### src/rtl/lcd_spi_panel_rx.sv
// lcd_spi_panel_rx
//   Panel-side receiver for a 4-wire SPI LCD link. It resynchronises the SPI
//   pins into the clk domain, assembles MSB-first bytes on rising SCK, and
//   decodes the command stream: CASET/RASET windows, RAMWR pixel data
//   (RGB565, high byte first) and the display/sleep flag commands.
//
// Ports
//   clk, resetn        system clock, synchronous active-low reset
//   lcd_clk            SPI SCK (async), data sampled on its rising edge
//   lcd_cs             chip select, active low (async)
//   lcd_rs             D/C: 0 = command, 1 = data/parameter (async)
//   lcd_data           MOSI, MSB first (async)
//   lcd_resetn         panel RESX, active low (async); acts like resetn
//   byte_valid/_data/_dc   one-cycle pulse per received byte with its D/C flag
//   pix_valid/_x/_y/_data  one-cycle pulse per completed RGB565 pixel write
//   disp_on, sleep_out     DISPON/DISPOFF and SLPOUT/SLPIN state
module lcd_spi_panel_rx #(
   parameter int XMAX    = 239,
   parameter int YMAX    = 319,
   parameter int COORD_W = 9
) (
   input  logic               clk,
   input  logic               resetn,
   input  logic               lcd_clk,
   input  logic               lcd_cs,
   input  logic               lcd_rs,
   input  logic               lcd_data,
   input  logic               lcd_resetn,
   output logic               byte_valid,
   output logic [7:0]         byte_data,
   output logic               byte_dc,
   output logic               pix_valid,
   output logic [COORD_W-1:0] pix_x,
   output logic [COORD_W-1:0] pix_y,
   output logic [15:0]        pix_data,
   output logic               disp_on,
   output logic               sleep_out
);

   localparam logic [COORD_W-1:0] X_DEF = COORD_W'(XMAX);
   localparam logic [COORD_W-1:0] Y_DEF = COORD_W'(YMAX);

   typedef enum logic [1:0] {S_IDLE, S_CASET, S_RASET, S_RAMWR} state_t;

   function automatic logic [COORD_W-1:0] trunc_coord(input logic [15:0] v);
      return v[COORD_W-1:0];
   endfunction

   // ---- input synchronisers (plain data flops, no reset) ----
   logic [1:0] sck_sync_q, cs_sync_q, rs_sync_q, dat_sync_q, resx_sync_q;
   logic       sck_prev_q;

   always_ff @(posedge clk) begin
      sck_sync_q  <= {sck_sync_q[0],  lcd_clk};
      cs_sync_q   <= {cs_sync_q[0],   lcd_cs};
      rs_sync_q   <= {rs_sync_q[0],   lcd_rs};
      dat_sync_q  <= {dat_sync_q[0],  lcd_data};
      resx_sync_q <= {resx_sync_q[0], lcd_resetn};
      sck_prev_q  <= sck_sync_q[1];
   end

   // Panel RESX behaves exactly like the system reset while it is low.
   logic rst_n;
   logic sck_rise;
   assign rst_n    = resetn & resx_sync_q[1];
   assign sck_rise = sck_sync_q[1] & ~sck_prev_q;

   // ---- byte assembler ----
   logic [2:0] bit_cnt_q;
   logic [6:0] shift_q;
   logic       byte_valid_q, byte_dc_q;
   logic [7:0] byte_data_q;

   always_ff @(posedge clk) begin
      if (!rst_n) begin
         bit_cnt_q    <= '0;
         shift_q      <= '0;
         byte_valid_q <= 1'b0;
         byte_data_q  <= '0;
         byte_dc_q    <= 1'b0;
      end else begin
         byte_valid_q <= 1'b0;
         if (cs_sync_q[1]) begin
            // Deselect drops any partial byte.
            bit_cnt_q <= '0;
         end else if (sck_rise) begin
            shift_q   <= {shift_q[5:0], dat_sync_q[1]};
            bit_cnt_q <= bit_cnt_q + 3'd1;  // wraps to 0 after the 8th bit
            if (bit_cnt_q == 3'd7) begin
               byte_valid_q <= 1'b1;
               byte_data_q  <= {shift_q, dat_sync_q[1]};
               byte_dc_q    <= rs_sync_q[1];
            end
         end
      end
   end

   assign byte_valid = byte_valid_q;
   assign byte_data  = byte_data_q;
   assign byte_dc    = byte_dc_q;

   // ---- command decoder ----
   state_t             state_q, state_d;
   logic [1:0]         pidx_q, pidx_d;
   logic [7:0]         p0_q, p0_d, p1_q, p1_d, p2_q, p2_d;
   logic [7:0]         hi_q, hi_d;
   logic               phase_q, phase_d;
   logic [COORD_W-1:0] xs_q, xs_d, xe_q, xe_d, ys_q, ys_d, ye_q, ye_d;
   logic [COORD_W-1:0] cx_q, cx_d, cy_q, cy_d;
   logic               pix_valid_q, pix_valid_d;
   logic [COORD_W-1:0] pix_x_q, pix_x_d, pix_y_q, pix_y_d;
   logic [15:0]        pix_data_q, pix_data_d;
   logic               disp_q, disp_d, slp_q, slp_d;

   always_ff @(posedge clk) begin
      if (!rst_n) begin
         state_q     <= S_IDLE;
         pidx_q      <= '0;
         p0_q        <= '0;
         p1_q        <= '0;
         p2_q        <= '0;
         hi_q        <= '0;
         phase_q     <= 1'b0;
         xs_q        <= '0;
         xe_q        <= X_DEF;
         ys_q        <= '0;
         ye_q        <= Y_DEF;
         cx_q        <= '0;
         cy_q        <= '0;
         pix_valid_q <= 1'b0;
         pix_x_q     <= '0;
         pix_y_q     <= '0;
         pix_data_q  <= '0;
         disp_q      <= 1'b0;
         slp_q       <= 1'b0;
      end else begin
         state_q     <= state_d;
         pidx_q      <= pidx_d;
         p0_q        <= p0_d;
         p1_q        <= p1_d;
         p2_q        <= p2_d;
         hi_q        <= hi_d;
         phase_q     <= phase_d;
         xs_q        <= xs_d;
         xe_q        <= xe_d;
         ys_q        <= ys_d;
         ye_q        <= ye_d;
         cx_q        <= cx_d;
         cy_q        <= cy_d;
         pix_valid_q <= pix_valid_d;
         pix_x_q     <= pix_x_d;
         pix_y_q     <= pix_y_d;
         pix_data_q  <= pix_data_d;
         disp_q      <= disp_d;
         slp_q       <= slp_d;
      end
   end

   always_comb begin
      state_d     = state_q;
      pidx_d      = pidx_q;
      p0_d        = p0_q;
      p1_d        = p1_q;
      p2_d        = p2_q;
      hi_d        = hi_q;
      phase_d     = phase_q;
      xs_d        = xs_q;
      xe_d        = xe_q;
      ys_d        = ys_q;
      ye_d        = ye_q;
      cx_d        = cx_q;
      cy_d        = cy_q;
      pix_valid_d = 1'b0;
      pix_x_d     = pix_x_q;
      pix_y_d     = pix_y_q;
      pix_data_d  = pix_data_q;
      disp_d      = disp_q;
      slp_d       = slp_q;

      if (byte_valid_q) begin
         if (!byte_dc_q) begin
            // Every command aborts whatever was in progress; a pending odd
            // RAMWR high byte is dropped by clearing the phase.
            state_d = S_IDLE;
            pidx_d  = '0;
            phase_d = 1'b0;
            unique case (byte_data_q)
               8'h2A: state_d = S_CASET;
               8'h2B: state_d = S_RASET;
               8'h2C: begin
                  state_d = S_RAMWR;
                  cx_d    = xs_q;
                  cy_d    = ys_q;
               end
               8'h01: begin
                  xs_d   = '0;
                  xe_d   = X_DEF;
                  ys_d   = '0;
                  ye_d   = Y_DEF;
                  disp_d = 1'b0;
                  slp_d  = 1'b0;
               end
               8'h10: slp_d  = 1'b0;
               8'h11: slp_d  = 1'b1;
               8'h28: disp_d = 1'b0;
               8'h29: disp_d = 1'b1;
               default: ;
            endcase
         end else begin
            unique case (state_q)
               S_CASET, S_RASET: begin
                  pidx_d = pidx_q + 2'd1;
                  unique case (pidx_q)
                     2'd0: p0_d = byte_data_q;
                     2'd1: p1_d = byte_data_q;
                     2'd2: p2_d = byte_data_q;
                     default: begin
                        state_d = S_IDLE;
                        if (state_q == S_CASET) begin
                           xs_d = trunc_coord({p0_q, p1_q});
                           xe_d = trunc_coord({p2_q, byte_data_q});
                        end else begin
                           ys_d = trunc_coord({p0_q, p1_q});
                           ye_d = trunc_coord({p2_q, byte_data_q});
                        end
                     end
                  endcase
               end
               S_RAMWR: begin
                  phase_d = ~phase_q;
                  if (!phase_q) begin
                     hi_d = byte_data_q;
                  end else begin
                     pix_valid_d = 1'b1;
                     pix_x_d     = cx_q;
                     pix_y_d     = cy_q;
                     pix_data_d  = {hi_q, byte_data_q};
                     // Raster advance inside the window, wrapping to the start.
                     if (cx_q < xe_q) begin
                        cx_d = cx_q + 1'b1;
                     end else begin
                        cx_d = xs_q;
                        cy_d = (cy_q < ye_q) ? cy_q + 1'b1 : ys_q;
                     end
                  end
               end
               default: ;
            endcase
         end
      end
   end

   assign pix_valid = pix_valid_q;
   assign pix_x     = pix_x_q;
   assign pix_y     = pix_y_q;
   assign pix_data  = pix_data_q;
   assign disp_on   = disp_q;
   assign sleep_out = slp_q;

endmodule

### config.mk
export PLATFORM = sky130hd
export DESIGN_NAME = lcd_spi_panel_rx
export DESIGN_NICKNAME = d
export VERILOG_FILES = /design/src/rtl/lcd_spi_panel_rx.sv
export SDC_FILE = /design/constraint.sdc
export NUM_CORES = 1
export LEC_CHECK = 0
export ABC_AREA = 1
export CAP_MARGIN = 20
export CORE_ASPECT_RATIO = 0.7
export CORE_MARGIN = 2
export CORE_UTILIZATION = 57
export CTS_CLUSTER_DIAMETER = 100
export DETAILED_ROUTE_END_ITERATION = 10
export PLACE_DENSITY = 0.79
export SYNTH_ARGS = -nofsm -noshare
export SYNTH_HDL_FRONTEND = slang
export SYNTH_SLANG_ARGS = --single-unit
### constraint.sdc
create_clock -name clk -period 2.4 [get_ports clk]
set_input_delay 0.36 -clock clk [delete_from_list [all_inputs] [get_ports clk]]
set_output_delay 0.36 -clock clk [all_outputs]
set_load 0.02 [all_outputs]
==> run summary, run 1 <==
Status - completed
Placer Congestion - 0.921
H-Tree Depth - 4
Worst Setup SP - byte_data[2]
Worst Hold Class - register to register
Critical path arrival - 1.77 ns
Worst-path fanout max - 8
GRT Max-Usage Layer - met2
Startpoint of the worst hold path - dat_sync_q[0]
Post-synth top flop - dfxtp_1
Final instance area - 0.00734 mm²
Slew HR - 65.5%
Crit path depth - 1
Startpoint Class - register
Area Growth Syn to Fin - 18.4%
Seq/Total Area, Yosys - 46.8%
Nets - 876
Worst setup path class - register to output port
Synth Area per Inst - 7.81 µm²
Largest net degree at the start of global routing - 61
Top-area cell type share of the netlist area - 46.8%
Maximum clock rate - 0.470 GHz
1st-pass router iterations - 5
Critical path's largest stage delay - 0.71 ns
Met1 Use GR - 40.1%
Gr usage total - 28.8%
Power density over the cells - 657 mW/mm²
Syn nets - 827
Critical path data required time - 2.04 ns
Synthesized instance count - 794
Initial DRC Count - 487
Drt wl/cell - 16.1 µm
Vias - 5435
Core region area - 0.0105 mm²
First-pass GRT wire length - 26.5 mm
Worst reg2reg path depth - 9
CP Buf/Inv Count - 1
Fill cell instance count of the final layout - 818
Post-route antenna net violation count - 0
GRT met3 Usage - 7.48%
Antenna Cells - 0
Cts bufs inserted - 17
Post-detail-place hpwl - 11.3 mm
Period Utilization, post-route - 88.6%
Synth unique cells - 41
Share of cells above drive strength 1 - 9.26%
Finish-stage setup viols - 0
DRT Wirelength - 15.9 mm
Initial antenna violation count - 0
Port bufs - 53
Post-CTS sizing - 0
Slowest cell on crit path - clkdlybuf4s50_1
Worst-Margin Slew - 0.517 ns
Flop-to-flop setup slack - 0.40 ns
Lkg Pwr - 0.00305 µW
Top cells by area, synth - dfxtp_1, nand2_1, a21oi_1
Post-layout util - 70.1%
YS warnings - 0
Hold_buf cts - 0
Worst setup endpoint - byte_data[2]
Placed cell area - 0.00683 mm²
Clk slew on worst S/H paths - 0.06 ns
GR met2 Demand/Resource - 43.3%
Reg-to-Reg End - ye_q[2]
Die ar. - 0.0117 mm²
Fin crit period - 2.13 ns
EDFF count, synth - 0
Max Slew Vio Count - 0
TritonCTS clock tree - yes
Final hold viol count - 0
Worst skew pair latency - 0.42 ns
GRT overflow - 0
Sinks on the clock net - 145
# IOs - 54
Routed vias/inst - 5.52
Max Cap Viol - 0
Cell Area, Synth - 0.00620 mm²
Async set-reset flop share out of synthesis - 0%
Root Buffer - clkbuf_16
Die height - 91.3 µm
Skew final - 0.00958 ns
Setup TNS - 0 ns
Number of setup buffers added after CTS - 0
DRC - 0
CP Capture Type - output port
FF+latch count, synth - 145
Vias in the first global route - 5375
Top delay family on crit path - buffers and inverters
Initial Utilization - 59.2%
Unrepaired setup endpoints after global routing - no
Chip Width - 129 µm
Dominant cell type by area after synthesis - dfxtp_1
Total Power - 4820 µW
VDD IR max - 0.000511 V
FF-to-FF Start - byte_data[1]
Crit-path cells - clkdlybuf4s50_1
Clock Path Buffers - 2
Rows - 31
[registers in the layout (all words and copies together), names as in the netlist, 2 cells and up]
| signal | count |
|---|---|
| byte_data | 8 |
| shift_q | 7 |
| sck_sync_q | 2 |
| pix_y | 9 |
| xs_q | 9 |
| bit_cnt_q | 3 |
| xe_q | 9 |
| pix_data | 16 |
| p1_q | 8 |
| resx_sync_q | 2 |
| hi_q | 8 |
| dat_sync_q | 2 |
| ye_q | 9 |
| pidx_q | 2 |
| cx_q | 9 |
| pix_x | 9 |
| cs_sync_q | 2 |
| ys_q | 9 |
| state_q | 2 |
| cy_q | 9 |
| rs_sync_q | 2 |
[Yosys cell counts (3+ instances only)]
master and count:
o21ai_0 78, nor2_2 8, ha_1 26, nor2_1 59
nand2_1 137, nand2_4 3, nor3_1 4, nand2_2 4
nand4_1 6, buf_6 3, nand3_1 51, clkbuf_1 24
inv_2 10, a21oi_1 90, inv_1 78, o22ai_1 13
o21ai_1 5, xnor2_1 3, inv_4 3, xor2_1 10
a22oi_1 3, buf_2 6, dfxtp_1 145
[cells by family after synthesis]
logic type                 share of synthesized area, %
AOI/OAI and AO/OA                                  17.6
xor gates and xnor gates                           1.84
adders and majority gates                          5.25
buffers and inverters                              8.31
DFF                                                46.8
and+or+nand+nor                                    20.2
[area by class of cell]
type	instances	area [µm²]	share of cell area (%)
Inverter	92	354	4.82
Clock buffer	19	443	6.03
Clock inverter	10	67.6	0.920
Multi-Input combinational cell	523	2780	37.9
Tap cell	132	165	2.25
Sequential cell	145	2900	39.5
Timing Repair Buffer	64	626	8.52
[placed cells by master (no fill, tap or decap), drive strengths merged]
cell type and instances:
o211ai 2, buf 11, a221oi 1, o41ai 1, a41oi 2, or2 1
nand3 53, nor2 69, a21o 1, nand4 6, inv 91, xor2 10
nor3 5, nor3b 1, a311oi 2, a21oi 90, a21boi 2, o22ai 13
dfxtp 145, clkinv 7, and3 1, ha 26, clkinvlp 4, nand2 145
clkbuf 19, a22oi 3, o21ai 86, xnor2 3, clkdlybuf4s50 53
[worst min path at each step]
stage	to	slack, ns	cells past startpoint
floorplan	cs_sync_q[1]	0.31	0
global placement	sck_sync_q[1]	0.31	0
detailed placement	sck_sync_q[1]	0.32	0
CTS	sck_sync_q[1]	0.34	0
global route	dat_sync_q[1]	0.34	0
finish	dat_sync_q[1]	0.33	0
[per-stage QoR]
stage               hold slack, ns  std cells  worst slack [ns]
finish                       0.333        985             0.273
CTS                          0.336        985             0.308
global route                 0.340        985             0.224
floorplan                    0.310        794             0.722
detailed placement           0.322        956             0.456
global placement             0.310        956             0.485
[power by group]
part,switching [µW],total [µW],leakage (µW),internal (µW)
logic,43.7,65.7,0.00163,22.0
registers,4.95,2420,0.00117,2420
clock network,1010,2330,0.000242,1320
[routing by layer]
metal  vias to the layer above  part of all wire, %
met5                         -                    0
met4                         0                  2.4
met3                        34                  7.4
met2                       178                   44
met1                      2503                   47
li1                       2720                    -
No activity file was read; power rests on OpenSTA's default activity.
==> run 2, diff against run 1 <==
GPL_ROUTABILITY_DRIVEN = 0   (was unset)
GPL_TIMING_DRIVEN = 0   (was unset)
SLEW_MARGIN = 15   (was unset)
==> run summary, run 2 (synthesis results as in run 1) <==
Slowest cell on crit path - clkbuf_1
Critical path's largest stage delay - 0.49 ns (-0.22 ns)
Commonest non-fill, non-tap cell in the layout - dfxtp_1
CP Capture Type - register
Fin crit period - 2.08 ns (-0.0519 ns)
Skew final - 0.00925 ns (-0.000332 ns)
Vias - 5877 (+8.1%)
Drt wl/cell - 17.8 µm (+11%)
CP Buf/Inv Count - 2 (+1)
Worst Hold Class - register to register
Gr usage total - 31.9% (+3.1 points)
Period Utilization, post-route - 86.5% (-2.2 points)
Nets - 899 (+2.6%)
Antenna Cells - 0 (unchanged)
Chip Width - 129 µm (unchanged)
Slew HR - 45.1% (-20 points)
Logic pwr share - 1.5% (about the same)
Lkg Pwr - 0.00311 µW (+2.1%)
Critical path arrival - 2.42 ns (+0.65 ns)
Cts bufs inserted - 17 (unchanged)
Total Power - 5270 µW (+9.2%)
Die height - 91.3 µm (unchanged)
Power density over the cells - 701 mW/mm² (+6.8%)
Vias in the first global route - 5677 (+5.6%)
Sw Share - 21.5% (-0.48 points)
Unrepaired setup endpoints after global routing - no
Area of the multi-input gates - 0.00278 mm² (unchanged)
GRT overflow - 0 (unchanged)
Port bufs - 53 (unchanged)
Finish-stage setup viols - 0 (unchanged)
Die ar. - 0.0117 mm² (unchanged)
DRC - 0 (unchanged)
Rows - 31 (unchanged)
Post-layout util - 71.7% (+1.6 points)
Hold_buf cts - 0 (unchanged)
Post-CTS sizing - 0 (unchanged)
# IOs - 54 (unchanged)
Area Growth Syn to Fin - 21.1%
Max Slew Vio Count - 0 (unchanged)
Sinks on the clock net - 145 (unchanged)
Critical path data required time - 2.75 ns (+0.71 ns)
Hold Slack - 0.327 ns (-0.00675 ns)
Switching power - 1130 µW (+6.8%)
Crit-path most repeated cell - nand2_1
Initial DRC Count - 576 (+18%)
Number of setup buffers added after CTS - 0 (unchanged)
1st-pass router iterations - 6 (+1)
Largest net degree at the start of global routing - 17 (-72%)
Clock share of power - 52.5% (+4.2 points)
Share of cells above drive strength 1 - 8.99% (-0.27 points)
Initial antenna violation count - 0 (unchanged)
Final hold viol count - 0 (unchanged)
H-Tree Depth - 4 (unchanged)
Clock Path Buffers - 2 (unchanged)
Clk slew on worst S/H paths - 0.06 ns (about the same)
Core region area - 0.0105 mm² (unchanged)
Maximum clock rate - 0.482 GHz (+2.5%)
Fill cell instance count of the final layout - 807 (-1.3%)
Max reg flops - 16 (unchanged)
Post-route antenna net violation count - 0 (unchanged)
VDD IR max - 0.000593 V (+16%)
Setup TNS - 0 ns (unchanged)
Crit-path cells - ha_1 -> nand2_1 -> inv_1 -> nand2_1 -> nor2_2 -> clkbuf_1 -> o21ai_0 -> a21oi_1
Worst-Margin Slew - 0.824 ns (+0.307 ns)
Startpoint Class - register
Top delay family on crit path - buffers and inverters
Status - completed
DRT Wirelength - 18.0 mm (+14%)
Placed cell area - 0.00690 mm² (+0.97%)
Worst setup path class - register to register
Worst-path fanout max - 10 (+2)
Routed vias/inst - 5.81 (+5.4%)
Worst skew pair latency - 0.43 ns (about the same)
Most frequent cells in the layout - dfxtp_1, nand2_1, a21oi_1
Final instance area - 0.00751 mm² (+2.3%)
TritonCTS clock tree - yes
First-pass GRT wire length - 28.8 mm (+8.9%)
Root Buffer - clkbuf_16
Reg area - 0.00290 mm² (unchanged)
Internal power - 4140 µW (+9.9%)
Flop pwr share - 46.0% (-4.3 points)
Initial Utilization - 59.2% (unchanged)
Max Cap Viol - 0 (unchanged)
Post-detail-place hpwl - 12.5 mm (+11%)
run 2: cell count changes in the layout (fill, tap and decap cells not counted), moves of 2 or more:
cell and change:
clkbuf_1 +25, buf_4 -9, bufinv_16 +3, buf_6 +3
inv_6 +2, buf_2 +6, clkinv_2 -3
run 2: path summary, 6_finish.rpt:
kind / start / end / slack [ns] / cells after the start
hold / removal: sck_sync_q[0] / sck_sync_q[1] / 0.33 / 0
setup / recovery: state_q[0] / pix_x[3] / 0.32 / 8
setup reg to reg: state_q[0] / pix_x[3] / 0.32 / 8
hold reg to reg: sck_sync_q[0] / sck_sync_q[1] / 0.33 / 0
run 2: worst reg2reg max path, stage by stage (launching register included):
cell      delay, ns
dfxtp_1        0.36
ha_1           0.17
nand2_1        0.12
inv_1          0.11
nand2_1        0.11
nor2_2         0.22
clkbuf_1       0.49
o21ai_0        0.22
a21oi_1        0.20
run 2: final cells by class:
| cell class | instances | area share [%] |
|---|---|---|
| inverters | 92 | 4.72 |
| plain buffers | 34 | 2.15 |
| well taps | 132 | 2.20 |
| clock buffers | 21 | 6.13 |
| multi-input cells | 523 | 37.1 |
| flip-flops and latches | 145 | 38.7 |
| repair buffers | 53 | 7.06 |
| clock inverters | 11 | 2.03 |
run 2: routing by layer:
metal	part of all wire (%)	global-route usage [%]	wire, µm
met1	43	42.6	7740
met2	44	48.4	7870
met3	11	9.78	1950
met4	2.6	12.0	462
met5	0	0	0
run 2: stage by stage:
| stage | worst slack, ns | instances |
|---|---|---|
| after global routing | 0.0617 | 1011 |
| after global placement | 0.00564 | 979 |
| after floorplan | 0.722 | 794 |
| after CTS | 0.344 | 1011 |
| after detailed placement | 0.0100 | 979 |
| final | 0.325 | 1011 |
run 2: power by group through the flow:
stage	Sequential (µW)	Combinational, µW	Clock (µW)
2_1_floorplan	2480	39.2	0
3_3_place_gp	2480	73.3	0
3_5_place_dp	2480	75.7	0
4_1_cts	2420	76.0	2750
5_1_grt	2420	84.0	2850
6_report	2420	79.2	2760
==> run 3, diff against run 2 <==
==> constraint.sdc (replaced) <==
create_clock -name clk -period 2.4 [get_ports clk]
set_input_delay 0.24 -clock clk [delete_from_list [all_inputs] [get_ports clk]]
set_output_delay 0.24 -clock clk [all_outputs]
set_load 0.02 [all_outputs]
==> results of run 3 <==
The final DEF is identical to that of run 2. Status: completed.
Among the figures that moved: setup slack after placement 0.0100 ns -> 0.130 ns; hold slack 0.327 ns -> 0.250 ns; end point of the worst hold path sck_sync_q[1] -> dat_sync_q[0]
